`src/rtl/muldiv_issue_ctrl_pkg.sv`:
```
// Shared constants and state encoding for the M-extension issue controller.
package muldiv_issue_ctrl_pkg;

  // RISC-V M-extension funct3 encodings
  localparam logic [2:0] MULf3    = 3'b000;
  localparam logic [2:0] MULHf3   = 3'b001;
  localparam logic [2:0] MULHSUf3 = 3'b010;
  localparam logic [2:0] MULHUf3  = 3'b011;
  localparam logic [2:0] DIVf3    = 3'b100;
  localparam logic [2:0] DIVUf3   = 3'b101;
  localparam logic [2:0] REMf3    = 3'b110;
  localparam logic [2:0] REMUf3   = 3'b111;

  // Dividend that overflows a signed divide by -1
  localparam logic [31:0] DIV_OVF_A = 32'h8000_0000;

  typedef enum logic [2:0] {
    IDLE      = 3'd0,
    MUL       = 3'd1,
    DIV_START = 3'd2,
    DIV_WAIT  = 3'd3,
    FIX       = 3'd4,
    DONE      = 3'd5
  } state_e;

endpackage

```
`src/rtl/muldiv_sign_fix.sv`:
```
// Sign handling for DIV/REM: operand magnitudes, corner-case detection and
// final result sign correction / override.
module muldiv_sign_fix
  import muldiv_issue_ctrl_pkg::*;
#(
  parameter int unsigned XLEN = 32
) (
  input  logic [1:0]      i_op,       // {is_rem, is_unsigned} = funct3[1:0]
  input  logic [XLEN-1:0] i_a,
  input  logic [XLEN-1:0] i_b,
  input  logic [XLEN-1:0] i_q,
  input  logic [XLEN-1:0] i_r,
  output logic [XLEN-1:0] o_mag_a,
  output logic [XLEN-1:0] o_mag_b,
  output logic            o_div_zero,
  output logic            o_ovf,
  output logic [XLEN-1:0] o_result
);

  logic            w_signed;
  logic            w_neg_a;
  logic            w_neg_b;
  logic [XLEN-1:0] w_ovf_a;

  assign w_signed   = ~i_op[0];
  assign w_neg_a    = w_signed & i_a[XLEN-1];
  assign w_neg_b    = w_signed & i_b[XLEN-1];
  assign w_ovf_a    = {1'b1, {(XLEN-1){1'b0}}};
  assign o_mag_a    = w_neg_a ? -i_a : i_a;
  assign o_mag_b    = w_neg_b ? -i_b : i_b;
  assign o_div_zero = (i_b == '0);
  assign o_ovf      = w_signed && (i_a == w_ovf_a) && (i_b == '1);

  // Corner cases win over the divider outputs, which are not valid for them
  always_comb begin
    o_result = '0;
    if (!i_op[1]) begin
      if (o_div_zero)              o_result = '1;
      else if (o_ovf)              o_result = w_ovf_a;
      else if (w_neg_a ^ w_neg_b)  o_result = -i_q;
      else                         o_result = i_q;
    end else begin
      if (o_div_zero)              o_result = i_a;
      else if (o_ovf)              o_result = '0;
      else if (w_neg_a)            o_result = -i_r;
      else                         o_result = i_r;
    end
  end

endmodule

```
`src/rtl/muldiv_issue_ctrl.sv`:
```
// Core-side initiator for the MUL/DIV coprocessor: issues one op, drives the
// multiplier and iterative divider, stalls the pipeline and returns a
// registered writeback beat.
module muldiv_issue_ctrl
  import muldiv_issue_ctrl_pkg::*;
#(
  parameter int unsigned XLEN = 32
) (
  input  logic              i_clk,
  input  logic              i_rst,
  input  logic              i_issue_valid,
  input  logic [2:0]        i_issue_funct3,
  input  logic [XLEN-1:0]   i_issue_a,
  input  logic [XLEN-1:0]   i_issue_b,
  input  logic [4:0]        i_issue_rd,
  output logic              o_stall,
  output logic [XLEN-1:0]   o_mul_a,
  output logic [XLEN-1:0]   o_mul_b,
  output logic              o_mul_sig_a,
  output logic              o_mul_sig_b,
  input  logic [2*XLEN-1:0] i_mul_p,
  output logic              o_div_start,
  output logic [XLEN-1:0]   o_div_a,
  output logic [XLEN-1:0]   o_div_b,
  input  logic              i_div_ok,
  input  logic [XLEN-1:0]   i_div_q,
  input  logic [XLEN-1:0]   i_div_r,
  output logic              o_wb_valid,
  output logic [4:0]        o_wb_rd,
  output logic [XLEN-1:0]   o_wb_data
);

  state_e          r_state, w_state_d;
  logic [2:0]      r_f3;
  logic [4:0]      r_rd;
  logic [XLEN-1:0] r_mul_a, r_mul_b, r_div_a, r_div_b, r_q, r_r, r_wb_data;
  logic            r_mul_sig_a, r_mul_sig_b, r_div_start, r_prev_ok;
  logic            r_wb_valid;
  logic [4:0]      r_wb_rd;

  logic            w_idle, w_accept, w_div_done;
  logic [2:0]      w_f3;
  logic [XLEN-1:0] w_a, w_b, w_mag_a, w_mag_b, w_fix_result, w_mul_result;
  logic            w_div_zero, w_ovf;

  assign w_idle     = (r_state == IDLE);
  assign w_accept   = w_idle && i_issue_valid;
  assign w_div_done = i_div_ok && !r_prev_ok;

  // Sign-fix sees the live issue operands in IDLE and the latched op afterwards
  assign w_f3 = w_idle ? i_issue_funct3 : r_f3;
  assign w_a  = w_idle ? i_issue_a      : r_mul_a;
  assign w_b  = w_idle ? i_issue_b      : r_mul_b;

  muldiv_sign_fix #(.XLEN(XLEN)) u_sign_fix (
    .i_op       (w_f3[1:0]),
    .i_a        (w_a),
    .i_b        (w_b),
    .i_q        (r_q),
    .i_r        (r_r),
    .o_mag_a    (w_mag_a),
    .o_mag_b    (w_mag_b),
    .o_div_zero (w_div_zero),
    .o_ovf      (w_ovf),
    .o_result   (w_fix_result)
  );

  assign w_mul_result = (r_f3 == MULf3) ? i_mul_p[XLEN-1:0] : i_mul_p[2*XLEN-1:XLEN];

  // Next-state logic
  always_comb begin
    w_state_d = r_state;
    unique case (r_state)
      IDLE: begin
        if (i_issue_valid) begin
          if (!i_issue_funct3[2])         w_state_d = MUL;
          else if (w_div_zero || w_ovf)   w_state_d = FIX;
          else                            w_state_d = DIV_START;
        end
      end
      MUL:       w_state_d = DONE;
      DIV_START: w_state_d = DIV_WAIT;
      DIV_WAIT:  if (w_div_done) w_state_d = FIX;
      FIX:       w_state_d = DONE;
      DONE:      w_state_d = IDLE;
      default:   w_state_d = IDLE;
    endcase
  end

  // State register
  always_ff @(posedge i_clk or negedge i_rst) begin
    if (!i_rst) r_state <= IDLE;
    else        r_state <= w_state_d;
  end

  // Operand latching, divider handshake and writeback registers
  always_ff @(posedge i_clk or negedge i_rst) begin
    if (!i_rst) begin
      r_f3        <= '0;
      r_rd        <= '0;
      r_mul_a     <= '0;
      r_mul_b     <= '0;
      r_mul_sig_a <= 1'b0;
      r_mul_sig_b <= 1'b0;
      r_div_a     <= '0;
      r_div_b     <= '0;
      r_div_start <= 1'b0;
      r_prev_ok   <= 1'b0;
      r_q         <= '0;
      r_r         <= '0;
      r_wb_valid  <= 1'b0;
      r_wb_rd     <= '0;
      r_wb_data   <= '0;
    end else begin
      r_prev_ok   <= i_div_ok;
      r_div_start <= w_idle && (w_state_d == DIV_START);
      r_wb_valid  <= (w_state_d == DONE);
      if (w_accept) begin
        r_f3        <= i_issue_funct3;
        r_rd        <= i_issue_rd;
        r_mul_a     <= i_issue_a;
        r_mul_b     <= i_issue_b;
        r_mul_sig_a <= (i_issue_funct3 == MULHf3) || (i_issue_funct3 == MULHSUf3);
        r_mul_sig_b <= (i_issue_funct3 == MULHf3);
        r_div_a     <= w_mag_a;
        r_div_b     <= w_mag_b;
      end
      if ((r_state == DIV_WAIT) && w_div_done) begin
        r_q <= i_div_q;
        r_r <= i_div_r;
      end
      if (r_state == MUL) begin
        r_wb_data <= w_mul_result;
        r_wb_rd   <= r_rd;
      end else if (r_state == FIX) begin
        r_wb_data <= w_fix_result;
        r_wb_rd   <= r_rd;
      end
    end
  end

  // Stall drops in DONE so the op retires
  always_comb begin
    o_stall = w_accept || (r_state == MUL) || (r_state == DIV_START) ||
              (r_state == DIV_WAIT) || (r_state == FIX);
  end

  assign o_mul_a     = r_mul_a;
  assign o_mul_b     = r_mul_b;
  assign o_mul_sig_a = r_mul_sig_a;
  assign o_mul_sig_b = r_mul_sig_b;
  assign o_div_start = r_div_start;
  assign o_div_a     = r_div_a;
  assign o_div_b     = r_div_b;
  assign o_wb_valid  = r_wb_valid;
  assign o_wb_rd     = r_wb_rd;
  assign o_wb_data   = r_wb_data;

endmodule

```
`config.mk`:
```
export PLATFORM = sky130hd
export DESIGN_NAME = muldiv_issue_ctrl
export DESIGN_NICKNAME = d
export VERILOG_FILES = /design/src/rtl/muldiv_issue_ctrl_pkg.sv /design/src/rtl/muldiv_sign_fix.sv /design/src/rtl/muldiv_issue_ctrl.sv
export SDC_FILE = /design/constraint.sdc
export NUM_CORES = 1
export LEC_CHECK = 0
export BUFFER_PORTS_ARGS = -buffer_cell sky130_fd_sc_hd__buf_2
export CAP_MARGIN = 20
export CORE_MARGIN = 2
export CORE_UTILIZATION = 35
export CTS_BUF_LIST = sky130_fd_sc_hd__clkbuf_8 sky130_fd_sc_hd__clkbuf_16
export CTS_CLUSTER_DIAMETER = 30
export DETAILED_ROUTE_END_ITERATION = 8
export PLACE_DENSITY_LB_ADDON = 0.2
export SLEW_MARGIN = 40
export SYNTH_ARGS = -nofsm -noshare
export SYNTH_HDL_FRONTEND = slang
export SYNTH_SLANG_ARGS = --single-unit
export TNS_END_PERCENT = 10
```
`constraint.sdc`:
```
create_clock -name i_clk -period 8.87 [get_ports i_clk]
set_input_delay 0.4435 -clock i_clk [delete_from_list [all_inputs] [get_ports i_clk]]
set_output_delay 0.4435 -clock i_clk [all_outputs]
set_load 0.01 [all_outputs]
```
==> impl_metrics.json, run 1 <==
{
  "status": "complete, no violations",
  "clockBufferDepth": 3,
  "r2r_setup_slack_ps": 4200,
  "vias": 13900,
  "synth-simple-area-share_pct": 21.1,
  "min_path_type": "input port to flop",
  "cts_hold_buf": 1,
  "cts-root-buf": "clkbuf_16",
  "hold_start": "i_div_ok",
  "fin_nets": 2204,
  "startpoint_type": "flop",
  "cts_tree": "built",
  "setup_tns_ps": 0,
  "ys_seq_elements": 245,
  "synth-adder-area-share_pct": 0.440,
  "ioPinCount": 374,
  "hold_path_depth": 1,
  "worstHoldEndpoint": "r_prev_ok$_DFF_PN0_",
  "cts-resized-gates": 0,
  "worst-r2r-cell-count": 10,
  "coreArea_sq_um": 39900,
  "first_global_vias": 13500,
  "finalHoldViolations": 0,
  "fp.dieH_um": 205,
  "synth.area.mux_share_pct": 10.3,
  "async_flop_share_pct": 100,
  "crit_arrival_ps": 5080,
  "clk_pin_slew_ps": 50,
  "critPathRequiredTime_ps": 9290,
  "setup_violations": 0,
  "io_buffer_count": 373,
  "syn_to_final_growth_pct": 34.5,
  "r2r-start": "r_state[1]$_DFF_PN0_",
  "synth-edff-count": 0,
  "postCtsSetupBuffers": 0,
  "synth_top_family_by_area": "simple AND/OR/NAND/NOR gates",
  "grt_max_degree": 147,
  "startpoint": "r_state[1]$_DFF_PN0_",
  "post_drt_wl_per_cell_um": 21.6,
  "ant_nets": 0,
  "drv_slew": 0,
  "numCtsBuffers": 67,
  "synth_ff_type": "dfrtp_1",
  "syn-instance-count": 1624,
  "dr.first_iter.drc_count": 989,
  "p_leak_nw": 9.00,
  "drc_errors": 0,
  "synth-compound-area-share_pct": 14.3,
  "die_w_um": 205,
  "peakVddDrop_mv": 0.237,
  "placed_cell_area_sq_um": 16600,
  "rows": 73,
  "fin_crit_sh_pct": 52.6,
  "vias_per_cell": 5.40,
  "synth-xor-area-share_pct": 7.46,
  "wl_um": 55700,
  "synth_fp_nets": 1833,
  "fmax_ghz": 0.214,
  "antenna_found_initial": 3,
  "crit_fanout": 53,
  "grtUsageTotal_pct": 25.7,
  "cts.sinks": 245,
  "end_kind": "flop",
  "drtPass1Iterations": 5,
  "htreeDepth": 3,
  "fin_skew_ps": 31.9,
  "ys_warn_count": 0,
  "drive_above_1_share_pct": 29.9,
  "layout_commonest_cell": "buf_2",
  "grt_setup_unrepaired": "false",
  "p_per_area_nw_per_um2": 469,
  "criticalPathCategory": "flop to flop",
  "fill_cells": 3834,
  "rr_endpoint": "o_wb_data[1]$_DFFE_PN0P_",
  "tightest_slew_ps": 773,
  "hpwl_um": 41600,
  "dieArea_sq_um": 42200,
  "start_util_pct": 35.6,
  "max_cap_violations": 0,
  "synth_cell_types": 71,
  "layout_common_cells": "372 x buf_2, 345 x nand2_1, 245 x dfrtp_1",
  "yosysSeqAreaShare_pct": 43.2,
  "syn_area_sq_um": 14200,
  "clkLatencyLatePin_ps": 560,
  "relSlewSlack_pct": 47.0,
  "grt_pass1_wl_um": 81700,
  "avgSynthCellArea_sq_um": 8.75,
  "gp_congestion": 0.943,
  "fin_crit_ps": 4670,
  "grt_overflow_total": 0,
  "design_area_sq_um": 19100
}
## sequential cells by signal, indices dropped and copies added (netlist names)
register     flops
o_mul_sig_b      1
r_prev_ok        1
o_wb_data       32
o_div_b         32
o_wb_rd          5
o_mul_a         32
r_r             32
r_state          3
o_div_a         32
r_rd             5
r_f3             3
o_wb_valid       1
r_q             32
o_mul_b         32
o_mul_sig_a      1
o_div_start      1
## layout make-up
class / count / area, sq um / area share (%)
flip-flops and latches: 245 / 6130 / 32.1
multi-input cells: 1271 / 7700 / 40.3
well taps: 525 / 657 / 3.44
inverters: 15 / 56.3 / 0.295
clock buffers: 79 / 1890 / 9.87
diodes: 3 / 7.51 / 0.0393
repair buffers: 395 / 2120 / 11.1
clock inverters: 41 / 561 / 2.93
## worst max path at each step
stage                                            to  depth (start not counted)
after floorplan            o_wb_data[1]$_DFFE_PN0P_                         15
after global placement     o_wb_data[7]$_DFFE_PN0P_                         16
after global routing      o_wb_data[15]$_DFFE_PN0P_                         16
after CTS                 o_wb_data[25]$_DFFE_PN0P_                         16
final                      o_wb_data[1]$_DFFE_PN0P_                         10
after detailed placement  o_wb_data[29]$_DFFE_PN0P_                         16
## per-layer routing
metal / up-vias / GRT usage (%) / routed length (um)
met2: 590 / 40.8 / 26100
met5: - / 0 / 0
met1: 6715 / 34.5 / 23800
met4: 0 / 10.0 / 1830
li1: 6485 / - / -
met3: 106 / 4.91 / 3970
## Yosys cell counts, types with 27 or more instances
library cell,count,share of area [%]
a211oi_1,27,1.4
a21oi_1,80,2.8
clkbuf_1,70,1.8
dfrtp_1,245,43
mux2_2,70,5.5
mux2i_1,68,4.8
nand2_1,346,9.1
nor2_1,130,3.4
nor3_1,53,1.9
o21ai_0,140,4.9
xnor2_1,60,3.7
xor2_1,61,3.8
## critical path: stages (launching register included)
cell       delay (ps)
dfrtp_1           490
nor3_4            490
buf_4             410
buf_4             680
mux2i_1           550
nor4b_4           570
and4_1            370
a21oi_2            80
buf_4             260
a2111oi_0         460
nor3_1            120
## where the power goes
| group | switching, mW | internal (mW) |
|---|---|---|
| Combinational | 2.57 | 1.55 |
| Clock | 0.731 | 1.88 |
| Sequential | 0.582 | 1.66 |
| Total | 3.88 | 5.09 |
## logic make-up (layout without fill, tap and decap cells)
group,Yosys count,in the layout
buffers and inverters,108,530
AND/OR/NAND/NOR,668,668
other,0,3
adder cells (fa/ha/maj),5,5
flip-flops,245,245
AO/OA/AOI/OAI,339,339
XOR/XNOR,121,121
multiplexers,138,138
## per-stage QoR
step           hold WS (ps)  worst slack (ps)  util, %  power, mW  std cells
3_3_place_gp            447              4430     41.4       6.25       2447
6_report               33.6              4200     47.9       8.97       2574
3_5_place_dp            453              4210     41.6       6.33       2448
5_1_grt                34.0              3940     47.9       9.49       2574
4_1_cts               0.526              4230     47.7       8.98       2569
2_1_floorplan           148              4840        -       4.73       1624
(Power assumes the default switching activity.)
==> run 2: changes to the inputs <==
ABC_AREA = 1   (was default)
clock period = 4.4 ns   (was 8.87 ns; I/O delays follow)
==> impl_metrics.json, run 2 <==
{
  "status": "complete, no violations",
  "end_kind": "flop",
  "dieArea_sq_um": 48200,
  "synth_ff_type": "dfrtp_1",
  "tightest_slew_ps": 839,
  "cts-root-buf": "clkbuf_16",
  "ys_top_cells_by_area": "dfrtp_1 38%, nand2_1 16%, nor2_1 6.7%, inv_1 5.5%, xor2_1 4.6%",
  "ioPinCount": 374,
  "die_w_um": 219,
  "synth_common_cells": "696 x nand2_1, 288 x nor2_1, 245 x dfrtp_1",
  "multi_input_comb_area_sq_um": 8530,
  "synth_most_common_cell": "nand2_1",
  "drc_errors": 0,
  "clk_pin_slew_ps": 40,
  "synth_top_area_cell": "dfrtp_1",
  "drive_above_1_share_pct": 24.0,
  "grt_setup_unrepaired": "false",
  "r2r-start": "r_state[0]$_DFF_PN0_",
  "place_inst": 3223,
  "first_global_vias": 16900,
  "r2r_setup_slack_ps": 920,
  "fill_cells": 4493,
  "synth_fp_nets": 2558,
  "syn_to_final_growth_pct": 39.0,
  "async_flop_share_pct": 100,
  "vias": 17100,
  "yosysSeqAreaShare_pct": 37.7,
  "peakVddDrop_mv": 0.469,
  "grt_max_degree": 118,
  "grt_overflow_total": 0,
  "fin_nets": 3048,
  "fin_skew_ps": 23.9,
  "crit_fanout": 37,
  "gp_congestion": 0.931,
  "startpoint_type": "flop",
  "placed_cell_area_sq_um": 18500,
  "postCtsSetupBuffers": 0,
  "p_leak_nw": 11.7,
  "coreArea_sq_um": 45600,
  "drtPass1Iterations": 5,
  "setup_violations": 0,
  "ys_seq_elements": 245,
  "fmax_ghz": 0.287,
  "wl_um": 62800,
  "design_area_sq_um": 22600,
  "avgSynthCellArea_sq_um": 6.92,
  "startpoint": "r_state[0]$_DFF_PN0_",
  "ant_nets": 0,
  "ys_warn_count": 0,
  "hpwl_um": 46100,
  "vias_per_cell": 4.89,
  "fin_crit_sh_pct": 79.2,
  "finalHoldViolations": 0,
  "fin_crit_ps": 3480,
  "antenna_found_initial": 1,
  "rr_endpoint": "o_wb_data[1]$_DFFE_PN0P_",
  "max_cap_violations": 0,
  "crit_arrival_ps": 4000,
  "post_drt_wl_per_cell_um": 17.9,
  "synth_top_cell_area_share_pct": 37.7,
  "syn-instance-count": 2349,
  "dr.first_iter.drc_count": 1249,
  "worst-r2r-cell-count": 12,
  "cts-resized-gates": 0,
  "grtUsageTotal_pct": 26.0,
  "criticalPathCategory": "flop to flop",
  "stdcell_count": 3502,
  "regArea_sq_um": 6130,
  "min_path_type": "input port to flop",
  "p_per_area_nw_per_um2": 974,
  "layout_common_cells": "694 x nand2_1, 372 x buf_2, 287 x nor2_1",
  "drv_slew": 0,
  "fp.dieH_um": 219,
  "grt_pass1_wl_um": 96500,
  "clkLatencyLatePin_ps": 590,
  "synth_cell_types": 44,
  "critPathRequiredTime_ps": 4910,
  "syn_area_sq_um": 16300,
  "rows": 78,
  "htreeDepth": 3,
  "io_buffer_count": 373,
  "relSlewSlack_pct": 44.0,
  "synth-edff-count": 0,
  "cts_tree": "built",
  "finish.utilization_pct": 49.6,
  "critPathCapture": "o_wb_data[1]$_DFFE_PN0P_",
  "power_mw": 22.0,
  "start_util_pct": 35.7,
  "setup_tns_ps": 0,
  "layout_commonest_cell": "nand2_1",
  "clockBufferDepth": 3,
  "numCtsBuffers": 75,
  "cts.sinks": 245
}
run 2: changes by cell type in the layout (fill, tap and decap cells not counted), sizes merged, moves of 24 or more:
cell	delta
a21oi	+50
nor3	-36
xnor2	-51
nand2	+394
nor2	+178
dlygate4sd3	+137
a211oi	-30
nand4	+32
inv	+242
xor2	+24
nand3	+143
mux2	-62
mux2i	-68
run 2: worst min path at each step:
stage | slack (ps) | startpoint | to | depth (start not counted)
final | 50 | i_mul_p[38] | o_wb_data[6]$_DFFE_PN0P_ | 5
after global routing | 70 | i_mul_p[36] | o_wb_data[4]$_DFFE_PN0P_ | 5
after CTS | 20 | i_mul_p[38] | o_wb_data[6]$_DFFE_PN0P_ | 5
after detailed placement | 210 | i_rst | o_wb_rd[2]$_DFFE_PN0P_ | 1
after global placement | 340 | i_rst | o_wb_rd[3]$_DFFE_PN0P_ | 1
after floorplan | -80 | i_rst | o_div_a[0]$_DFFE_PN0P_ | 0
run 2: logic make-up (layout without fill, tap and decap cells):
family / after synthesis / count (layout) / share of synthesized area [%]
fa+ha+maj: 5 / 5 / 0.385
mux: 8 / 8 / 0.554
compound gates: 301 / 301 / 10.3
simple gates: 1320 / 1320 / 35.9
other cells: 0 / 1 / 0
flops: 245 / 245 / 37.7
buf+inv: 376 / 928 / 10.0
xor+xnor: 94 / 94 / 5.07
run 2: cell type report:
type,instances,share of cell area [%]
Antenna cell,1,0.0111
Clock buffer,90,9.32
Clock inverter,49,2.70
Inverter,256,4.26
Multi-Input combinational cell,1728,37.8
Sequential cell,245,27.1
Tap cell,600,3.32
Timing Repair Buffer,533,15.5
run 2: power breakdown:
group / switching [mW] / internal [mW] / total, mW
clock: 1.61 / 4.13 / 5.74
sequential: 0.899 / 3.39 / 4.29
combinational: 8.02 / 3.97 / 12.0
total: 10.5 / 11.5 / 22.0
run 2: timing repair:
| item | CTS | global route |
|---|---|---|
| hold endpoints to repair | 204 | 0 |
| hold buffers | 138 | 0 |
| setup endpoints to repair | 0 | 0 |
run 2: worst max-delay path, cell delays in order, from the launching register on:
cell and delay [ps]:
dfrtp_1 440, nor2_4 200, buf_4 430, nand3b_1 160, nand2_1 200, nand4_1 200
nor2_4 660, nand3_2 190, nand2_1 120, inv_2 300, nand2_2 190, nand3_2 90
a21oi_2 140
run 2: metal layers:
layer | vias up | wire length (um) | global-route usage, %
li1 | 8427 | - | -
met1 | 8087 | 28700 | 35.4
met2 | 528 | 28500 | 41.4
met3 | 91 | 3950 | 5.19
met4 | 0 | 1580 | 8.27
met5 | - | 0 | 0
run 2: through the flow:
step | worst slack [ps] | hold WS [ps]
6_report | 915 | 49.2
5_1_grt | 567 | 68.0
4_1_cts | 905 | 19.4
3_5_place_dp | 910 | 207
3_3_place_gp | 926 | 337
2_1_floorplan | 1920 | -75.6
